## src/rtl/sim_intf_pkg.sv

```systemverilog
// Shared types for the co-simulation PC-check path: trace payload, FSM states
// and the default sentinel/start PCs.
package sim_intf_pkg;

  typedef logic [63:0] xlen_t;
  typedef logic [31:0] insn_t;

  typedef struct packed {
    xlen_t pc;
    insn_t insn;
  } trace_entry_t;

  typedef enum logic [2:0] {
    SYNC,
    IDLE,
    ISSUE,
    WAIT,
    HALT
  } state_t;

  localparam xlen_t DEFAULT_IDLE_PC  = 64'hFFFF_FFFF_FFFF_FFFF;
  localparam xlen_t DEFAULT_START_PC = 64'h0000_0000_8000_0000;

endpackage

```

## src/rtl/commit_trace_feeder_if.sv

```systemverilog
// Retire port plus checker pins; master is the feeder, slave is the core/checker side.
interface commit_trace_feeder_if;
  import sim_intf_pkg::*;

  logic  ret_valid;
  xlen_t ret_pc;
  insn_t ret_insn;
  logic  ret_ready;

  xlen_t chk_pc_o;
  xlen_t chk_pc_i;
  insn_t chk_insn_i;
  logic  chk_miss_i;

  modport master (
    input  ret_valid, ret_pc, ret_insn, chk_pc_i, chk_insn_i, chk_miss_i,
    output ret_ready, chk_pc_o
  );

  modport slave (
    output ret_valid, ret_pc, ret_insn, chk_pc_i, chk_insn_i, chk_miss_i,
    input  ret_ready, chk_pc_o
  );

endinterface

```

## src/rtl/trace_fifo.sv

```systemverilog
// Small first-word-fall-through FIFO of retirement entries; the head and the
// PC behind it are read combinationally so the FSM can reissue without a bubble.
module trace_fifo
  import sim_intf_pkg::*;
#(
  parameter int DEPTH = 16
) (
  input  logic                   clk,
  input  logic                   rst_n,
  input  logic                   push,
  input  logic                   pop,
  input  trace_entry_t           wr_data,
  output trace_entry_t           head,
  output xlen_t                  head_next_pc,
  output logic                   full,
  output logic                   empty,
  output logic [$clog2(DEPTH):0] count
);

  localparam int AW = $clog2(DEPTH);

  trace_entry_t  mem [DEPTH];
  logic [AW-1:0] wr_ptr_reg;
  logic [AW-1:0] rd_ptr_reg;
  logic [AW-1:0] rd_ptr_inc;
  logic [AW:0]   count_reg;
  logic          do_push;
  logic          do_pop;

  // A full FIFO refuses the push even when a pop frees a slot this cycle.
  assign full    = (count_reg == (AW+1)'(DEPTH));
  assign empty   = (count_reg == '0);
  assign count   = count_reg;
  assign do_push = push && !full;
  assign do_pop  = pop && !empty;

  assign rd_ptr_inc   = rd_ptr_reg + 1'b1;
  assign head         = mem[rd_ptr_reg];
  assign head_next_pc = mem[rd_ptr_inc].pc;

  always_ff @(posedge clk) begin
    if (do_push) begin
      mem[wr_ptr_reg] <= wr_data;
    end
  end

  always_ff @(posedge clk or negedge rst_n) begin
    if (!rst_n) begin
      wr_ptr_reg <= '0;
      rd_ptr_reg <= '0;
      count_reg  <= '0;
    end else begin
      if (do_push) begin
        wr_ptr_reg <= wr_ptr_reg + 1'b1;
      end
      if (do_pop) begin
        rd_ptr_reg <= rd_ptr_inc;
      end
      case ({do_push, do_pop})
        2'b10:   count_reg <= count_reg + 1'b1;
        2'b01:   count_reg <= count_reg - 1'b1;
        default: count_reg <= count_reg;
      endcase
    end
  end

endmodule

```

## src/rtl/commit_trace_feeder.sv

```systemverilog
// Commit trace feeder: buffers core retirements and presents them one at a time
// to the co-simulation PC checker, logging PC misses and instruction mismatches.
module commit_trace_feeder
  import sim_intf_pkg::*;
#(
  parameter int    DEPTH       = 16,
  parameter xlen_t START_PC    = DEFAULT_START_PC,
  parameter xlen_t IDLE_PC     = DEFAULT_IDLE_PC,
  parameter bit    HALT_ON_ERR = 1'b1
) (
  input  logic                  clk,
  input  logic                  rst_n,
  commit_trace_feeder_if.master bus,
  output logic                  synced,
  output logic [31:0]           checked_cnt,
  output logic                  pc_err,
  output logic                  insn_err,
  output xlen_t                 err_pc,
  output xlen_t                 err_exp_pc,
  output logic                  halted
);

  localparam int CW = $clog2(DEPTH) + 1;

  trace_entry_t  ret_entry;
  trace_entry_t  fifo_head;
  xlen_t         fifo_head_next_pc;
  logic          fifo_full;
  logic          fifo_empty;
  logic [CW-1:0] fifo_count;
  logic          push;
  logic          pop;
  logic          more_left;
  logic          first_err;

  state_t        state_reg,      state_next;
  xlen_t         chk_pc_reg,     chk_pc_next;
  logic          synced_reg,     synced_next;
  logic [31:0]   cnt_reg,        cnt_next;
  logic          pc_err_reg,     pc_err_next;
  logic          insn_err_reg,   insn_err_next;
  xlen_t         err_pc_reg,     err_pc_next;
  xlen_t         err_exp_reg,    err_exp_next;
  insn_t         exp_insn_reg,   exp_insn_next;
  logic          exp_valid_reg,  exp_valid_next;

  assign ret_entry     = '{pc: bus.ret_pc, insn: bus.ret_insn};
  assign push          = bus.ret_valid && !fifo_full;
  assign bus.ret_ready = !fifo_full;

  trace_fifo #(.DEPTH(DEPTH)) u_fifo (
    .clk          (clk),
    .rst_n        (rst_n),
    .push         (push),
    .pop          (pop),
    .wr_data      (ret_entry),
    .head         (fifo_head),
    .head_next_pc (fifo_head_next_pc),
    .full         (fifo_full),
    .empty        (fifo_empty),
    .count        (fifo_count)
  );

  // Only called in WAIT, where the FIFO is known to hold the head under check.
  assign more_left = (fifo_count != CW'(1));
  assign first_err = !(pc_err_reg || insn_err_reg);

  always_comb begin
    state_next     = state_reg;
    chk_pc_next    = IDLE_PC;
    synced_next    = synced_reg;
    cnt_next       = cnt_reg;
    pc_err_next    = pc_err_reg;
    insn_err_next  = insn_err_reg;
    err_pc_next    = err_pc_reg;
    err_exp_next   = err_exp_reg;
    exp_insn_next  = exp_insn_reg;
    exp_valid_next = exp_valid_reg;
    pop            = 1'b0;

    case (state_reg)
      SYNC: begin
        if (!fifo_empty) begin
          if (fifo_head.pc == START_PC) begin
            synced_next = 1'b1;
            state_next  = ISSUE;
            chk_pc_next = fifo_head.pc;
          end else begin
            pop = 1'b1;
          end
        end
      end
      IDLE: begin
        if (!fifo_empty) begin
          state_next  = ISSUE;
          chk_pc_next = fifo_head.pc;
        end
      end
      ISSUE: begin
        state_next = WAIT;
      end
      WAIT: begin
        if (!bus.chk_miss_i) begin
          pop      = 1'b1;
          cnt_next = cnt_reg + 32'd1;
          if (exp_valid_reg && (fifo_head.insn != exp_insn_reg)) begin
            insn_err_next = 1'b1;
            if (first_err) begin
              err_pc_next  = fifo_head.pc;
              err_exp_next = fifo_head.pc;
            end
          end
          exp_insn_next  = bus.chk_insn_i;
          exp_valid_next = 1'b1;
          if (more_left) begin
            state_next  = ISSUE;
            chk_pc_next = fifo_head_next_pc;
          end else begin
            state_next = IDLE;
          end
        end else begin
          // A miss skips the instruction check; the expected word belongs to another PC.
          pc_err_next = 1'b1;
          if (first_err) begin
            err_pc_next  = fifo_head.pc;
            err_exp_next = bus.chk_pc_i;
          end
          if (HALT_ON_ERR) begin
            state_next = HALT;
          end else begin
            pop            = 1'b1;
            exp_valid_next = 1'b0;
            if (more_left) begin
              state_next  = ISSUE;
              chk_pc_next = fifo_head_next_pc;
            end else begin
              state_next = IDLE;
            end
          end
        end
      end
      HALT: begin
        state_next = HALT;
      end
      default: begin
        state_next = SYNC;
      end
    endcase
  end

  always_ff @(posedge clk or negedge rst_n) begin
    if (!rst_n) begin
      state_reg     <= SYNC;
      chk_pc_reg    <= IDLE_PC;
      synced_reg    <= 1'b0;
      cnt_reg       <= '0;
      pc_err_reg    <= 1'b0;
      insn_err_reg  <= 1'b0;
      err_pc_reg    <= '0;
      err_exp_reg   <= '0;
      exp_insn_reg  <= '0;
      exp_valid_reg <= 1'b0;
    end else begin
      state_reg     <= state_next;
      chk_pc_reg    <= chk_pc_next;
      synced_reg    <= synced_next;
      cnt_reg       <= cnt_next;
      pc_err_reg    <= pc_err_next;
      insn_err_reg  <= insn_err_next;
      err_pc_reg    <= err_pc_next;
      err_exp_reg   <= err_exp_next;
      exp_insn_reg  <= exp_insn_next;
      exp_valid_reg <= exp_valid_next;
    end
  end

  assign bus.chk_pc_o = chk_pc_reg;
  assign synced       = synced_reg;
  assign checked_cnt  = cnt_reg;
  assign pc_err       = pc_err_reg;
  assign insn_err     = insn_err_reg;
  assign err_pc       = err_pc_reg;
  assign err_exp_pc   = err_exp_reg;
  assign halted       = (state_reg == HALT);

endmodule

```

## src/flat_wrapper.sv

```systemverilog
// flat-port wrapper written by rule: the top's interface ports become plain ports
module commit_trace_feeder_flat import sim_intf_pkg::*;
#(
  parameter int    DEPTH       = 16,
  parameter xlen_t START_PC    = DEFAULT_START_PC,
  parameter xlen_t IDLE_PC     = DEFAULT_IDLE_PC,
  parameter bit    HALT_ON_ERR = 1'b1
)
  (clk, rst_n, synced, checked_cnt, pc_err, insn_err, err_pc, err_exp_pc, halted, bus_ret_valid, bus_ret_pc, bus_ret_insn, bus_chk_pc_i, bus_chk_insn_i, bus_chk_miss_i, bus_ret_ready, bus_chk_pc_o);
  commit_trace_feeder_if bus_i ();
  input  logic clk;
  input  logic rst_n;
  output logic synced;
  output logic [31:0] checked_cnt;
  output logic pc_err;
  output logic insn_err;
  output xlen_t err_pc;
  output xlen_t err_exp_pc;
  output logic halted;
  input wire logic [$bits(bus_i.ret_valid)-1:0] bus_ret_valid;
  input wire logic [$bits(bus_i.ret_pc)-1:0] bus_ret_pc;
  input wire logic [$bits(bus_i.ret_insn)-1:0] bus_ret_insn;
  input wire logic [$bits(bus_i.chk_pc_i)-1:0] bus_chk_pc_i;
  input wire logic [$bits(bus_i.chk_insn_i)-1:0] bus_chk_insn_i;
  input wire logic [$bits(bus_i.chk_miss_i)-1:0] bus_chk_miss_i;
  output wire logic [$bits(bus_i.ret_ready)-1:0] bus_ret_ready;
  output wire logic [$bits(bus_i.chk_pc_o)-1:0] bus_chk_pc_o;
  assign bus_i.ret_valid = bus_ret_valid;
  assign bus_i.ret_pc = bus_ret_pc;
  assign bus_i.ret_insn = bus_ret_insn;
  assign bus_i.chk_pc_i = bus_chk_pc_i;
  assign bus_i.chk_insn_i = bus_chk_insn_i;
  assign bus_i.chk_miss_i = bus_chk_miss_i;
  assign bus_ret_ready = bus_i.ret_ready;
  assign bus_chk_pc_o = bus_i.chk_pc_o;
  commit_trace_feeder #(.DEPTH(DEPTH), .START_PC(START_PC), .IDLE_PC(IDLE_PC), .HALT_ON_ERR(HALT_ON_ERR)) u_core (.clk(clk), .rst_n(rst_n), .bus(bus_i), .synced(synced), .checked_cnt(checked_cnt), .pc_err(pc_err), .insn_err(insn_err), .err_pc(err_pc), .err_exp_pc(err_exp_pc), .halted(halted));
endmodule
```

## config.mk

```make
export PLATFORM = sky130hd
export DESIGN_NAME = commit_trace_feeder_flat
export DESIGN_NICKNAME = d
export VERILOG_FILES = /design/src/rtl/sim_intf_pkg.sv /design/src/rtl/commit_trace_feeder_if.sv /design/src/rtl/trace_fifo.sv /design/src/rtl/commit_trace_feeder.sv /design/src/flat_wrapper.sv
export SDC_FILE = /design/constraint.sdc
export NUM_CORES = 2
export LEC_CHECK = 0
export BUFFER_PORTS_ARGS = -buffer_cell sky130_fd_sc_hd__buf_2
export CORE_MARGIN = 2
export CORE_UTILIZATION = 28
export CTS_CLUSTER_DIAMETER = 60
export DETAILED_ROUTE_END_ITERATION = 10
export SYNTH_ARGS = -nofsm -noshare
export SYNTH_HDL_FRONTEND = slang
export SYNTH_HIERARCHICAL = 1
export SYNTH_SLANG_ARGS = --single-unit
export TNS_END_PERCENT = 5
```

## constraint.sdc

```tcl
create_clock -name clk -period 14.9 [get_ports clk]
set_input_delay 0.745 -clock clk [delete_from_list [all_inputs] [get_ports clk]]
set_output_delay 0.745 -clock clk [all_outputs]
set_load 0.05 [all_outputs]
```

==> run_results.csv <==
group,metric,value,unit
clock_network,cts_tree,"yes",
timing,relSlewSlack,0.167,
clock_network,cts_sinks,1812,
yosys,syn_inst,4505,
global_routing,overflow,0,
clock_network,clkTransAtPathRegs,0.06,ns
floorplanning,rows,195,
detailed_routing,routed_wl,250000,um
worst_setup_path,r2r-end,"u_core/u_fifo/count[4]",
yosys,yosysTopAreaCell,"edfxtp_1",
final_layout,fin_nets,5106,
worst_setup_path,cp-end-kind,"register",
detailed_routing,wl_per_cell,28.3,um
yosys,ys_types,55,
worst_setup_path,required,15.63,ns
yosys,syn_area,0.0791,mm^2
worst_hold_path,hold_path_depth,2,
detailed_routing,drc,0,
floorplanning,boundaryPins,425,
clock_network,cts-root-buf,"clkbuf_16",
timing,timing.hold.ws,0.119,ns
detailed_routing,viasPerCell,5.32,
final_layout,nFillCells,27000,
timing,drv_slew,0,
timing,setup_tns,0,ns
timing,fmax,0.127,GHz
yosys,yosys_most_used_dff,"edfxtp_1",
timing,finalCritPeriodShare,0.528,
yosys,synth_area_per_cell,17.6,um^2
outcome,outcome,"complete, no violations",
yosys,synthArstFlopShare,0.152,
yosys,yosys_warnings,6,
clock_network,insertion_delay,0.85,ns
worst_setup_path,r2r_start,"u_core/u_fifo/rd_ptr_reg[0]",
detailed_routing,vias,47000,
global_routing,grt_pass1_vias,47500,
timing,setup_viol,0,
worst_setup_path,crit_type,"reg2reg",
detailed_routing,firstDrtPassIters,5,
clock_network,cts.repair.resized,0,
floorplanning,initial_core_util,0.281,
timing,worstMarginPinSlew,1.25,ns
clock_network,cts_setup_buffers,0,
timing,finalCriticalPeriod,7.87,ns
global_routing,antenna_found_initial,60,
global_routing,grt_max_degree,149,
worst_setup_path,critPathMaxFanout,124,
timing,finalClockSkew,0.0464,ns
power_and_ir_drop,vdd_drop_max,252,uV
yosys,synth_area_leaders,"edfxtp_1 58%, mux4_2 13%, dfrtp_1 6.7%",
global_routing,grt_pass1_wl,352000,um
global_routing,grt_use_total,0.169,
power_and_ir_drop,p_leak,31.3,nW
power_and_ir_drop,powerDensity,222,mW/mm^2
global_routing,met1_usage,0.218,
floorplanning,die_h,536,um
yosys,yosysSeqAreaShare,0.671,
floorplanning,die_w,536,um
global_routing,grt_util_met3,0.0385,
clock_network,numCtsBuffers,203,
yosys,synth_edf_count,1536,
worst_hold_path,hp-class,"in2reg",
yosys,synth_nets,4712,
floorplanning,die-area,0.287,mm^2
final_layout,regMostFlops,"u_core/u_fifo/mem",
final_layout,areaGrowthSynthToFinish,16.0,%
placed_design,hpwl,145000,um
final_layout,largest_reg_flops,1536,
yosys,yosysMostFrequentCell,"edfxtp_1",
clock_network,h-tree-depth,4,
placed_design,port_buffers,424,
yosys,synth_top_area_frac,0.583,
clock_network,clockBufferDepth,4,
placed_design,gp_congestion,0.789,
detailed_routing,drt_iter0_drc,5183,
timing,rsz0062_at_grt,"false",
power_and_ir_drop,total_power,20.4,mW
worst_hold_path,hp-start,"bus_chk_insn_i[11]",
final_layout,drive_gt1_frac,0.322,
global_routing,met2_usage,0.275,
yosys,synth-seq-cells,1812,
floorplanning,core-area,0.282,mm^2
timing,hold_viol_final,0,
yosys,yosys-top-cells-count,"1,536 x edfxtp_1, 448 x mux4_2, 289 x mux2i_1",
global_routing,grt.busiest_layer,"met2",
worst_setup_path,rrSetupSlack,7.03,ns
worst_setup_path,reg2reg_depth,19,
worst_setup_path,crit_arrival,8.60,ns
worst_setup_path,start_kind,"register",
run,drv_cap,0,
detailed_routing,ant_nets,0,
worst_hold_path,hold_end,"u_core/exp_insn_reg[11]",
==> logic make-up after synthesis <==
family | Yosys count | synth area share
adders and majority gates | 11 | 0.00183
muxes | 931 | 0.192
xor gates and xnor gates | 74 | 0.00829
buffers and inverters | 348 | 0.0240
AOI/OAI and AO/OA | 952 | 0.0817
DFF | 1812 | 0.671
and+or+nand+nor | 377 | 0.0210
==> where the power goes <==
group | total [mW] | switching [mW] | internal, mW | leakage [nW]
combinational | 8.62 | 5.57 | 3.05 | 10.9
sequential | 6.83 | 0.534 | 6.29 | 17.2
clock | 4.94 | 2.07 | 2.87 | 3.21
==> worst max path at each step <==
stage / start / end / slack, ns
after floorplan: bus_ret_valid / u_core/u_fifo/mem[3][0] / 6.34
after detailed placement: u_core/u_fifo/rd_ptr_reg[0] / u_core/u_fifo/count[4] / 7.00
after global placement: u_core/u_fifo/rd_ptr_reg[0] / u_core/u_fifo/count[4] / 7.05
after global routing: u_core/u_fifo/rd_ptr_reg[0] / u_core/u_fifo/count[4] / 6.30
final: u_core/u_fifo/rd_ptr_reg[0] / u_core/u_fifo/count[4] / 7.03
after CTS: u_core/u_fifo/rd_ptr_reg[0] / u_core/u_fifo/count[4] / 6.98
==> per-stage QoR <==
step	setup WS, ns	instances	utilization	area [um^2]
after global placement	7.05	8436	0.302	85100
after floorplan	6.34	4505	-	79100
after CTS	6.98	8812	0.326	91700
final	7.03	8832	0.326	91800
after detailed placement	7.00	8436	0.302	85100
after global routing	6.30	8822	0.326	91700
==> final cells by class <==
cell class,instances,area [um^2],area share
Sequential cell,1812,53100,0.579
Multi-Input combinational cell,2345,24300,0.265
Clock buffer,276,5680,0.0619
Tap cell,3743,4680,0.0510
Timing Repair Buffer,522,2970,0.0324
Clock inverter,99,877,0.00956
Inverter,15,57.6,0.000627
Antenna cell,20,50.0,0.000545
==> per-layer routing <==
| layer | share of wire | wire length (um) |
|---|---|---|
| met5 | 0.0012 | 288 |
| met4 | 0.038 | 9580 |
| met3 | 0.083 | 20700 |
| met2 | 0.48 | 120000 |
| met1 | 0.40 | 99500 |
==> layout by cell type (no fill, tap or decap), types with 12 or more instances in the layout <==
cell	n
edfxtp_1	1536
mux4_2	448
buf_2	423
mux2i_1	289
o21ai_0	267
a22oi_1	224
clkbuf_16	212
dfrtp_1	207
nand2_1	190
mux2_2	186
a21oi_1	163
o22ai_1	129
buf_4	89
nor2_1	73
a221oi_2	65
dfstp_2	64
o211ai_1	57
xor2_1	51
clkbuf_1	50
clkinv_2	38
a221oi_1	31
nor4_1	25
clkinv_1	24
xnor2_1	22
nand3_1	21
diode_2	20
inv_1	14
clkbuf_8	13
nand4_1	12
nor2_4	12
==> critical path: stages (launching register included) <==
cell and delay, ns:
dfrtp_4 1.01, buf_12 0.64, buf_4 0.87, mux2_2 0.41, o21ai_0 0.15, a21oi_1 0.07
a22oi_1 0.18, nand2_1 0.34, nor4_1 0.84, nand4_1 0.45, nor4_2 0.48, o22ai_1 0.11
nor2b_1 0.22, ha_1 0.31, ha_1 0.33, nor2b_1 0.14, o21ai_0 0.23, a21oi_1 0.10
or3b_2 0.45, xnor2_1 0.14
==> timing repair <==
item	in CTS	in global routing
endpoints found under the setup margin	0	0
hold buffers	1	0
hold endpoints to repair	45	0
(Power assumes the default switching activity.)
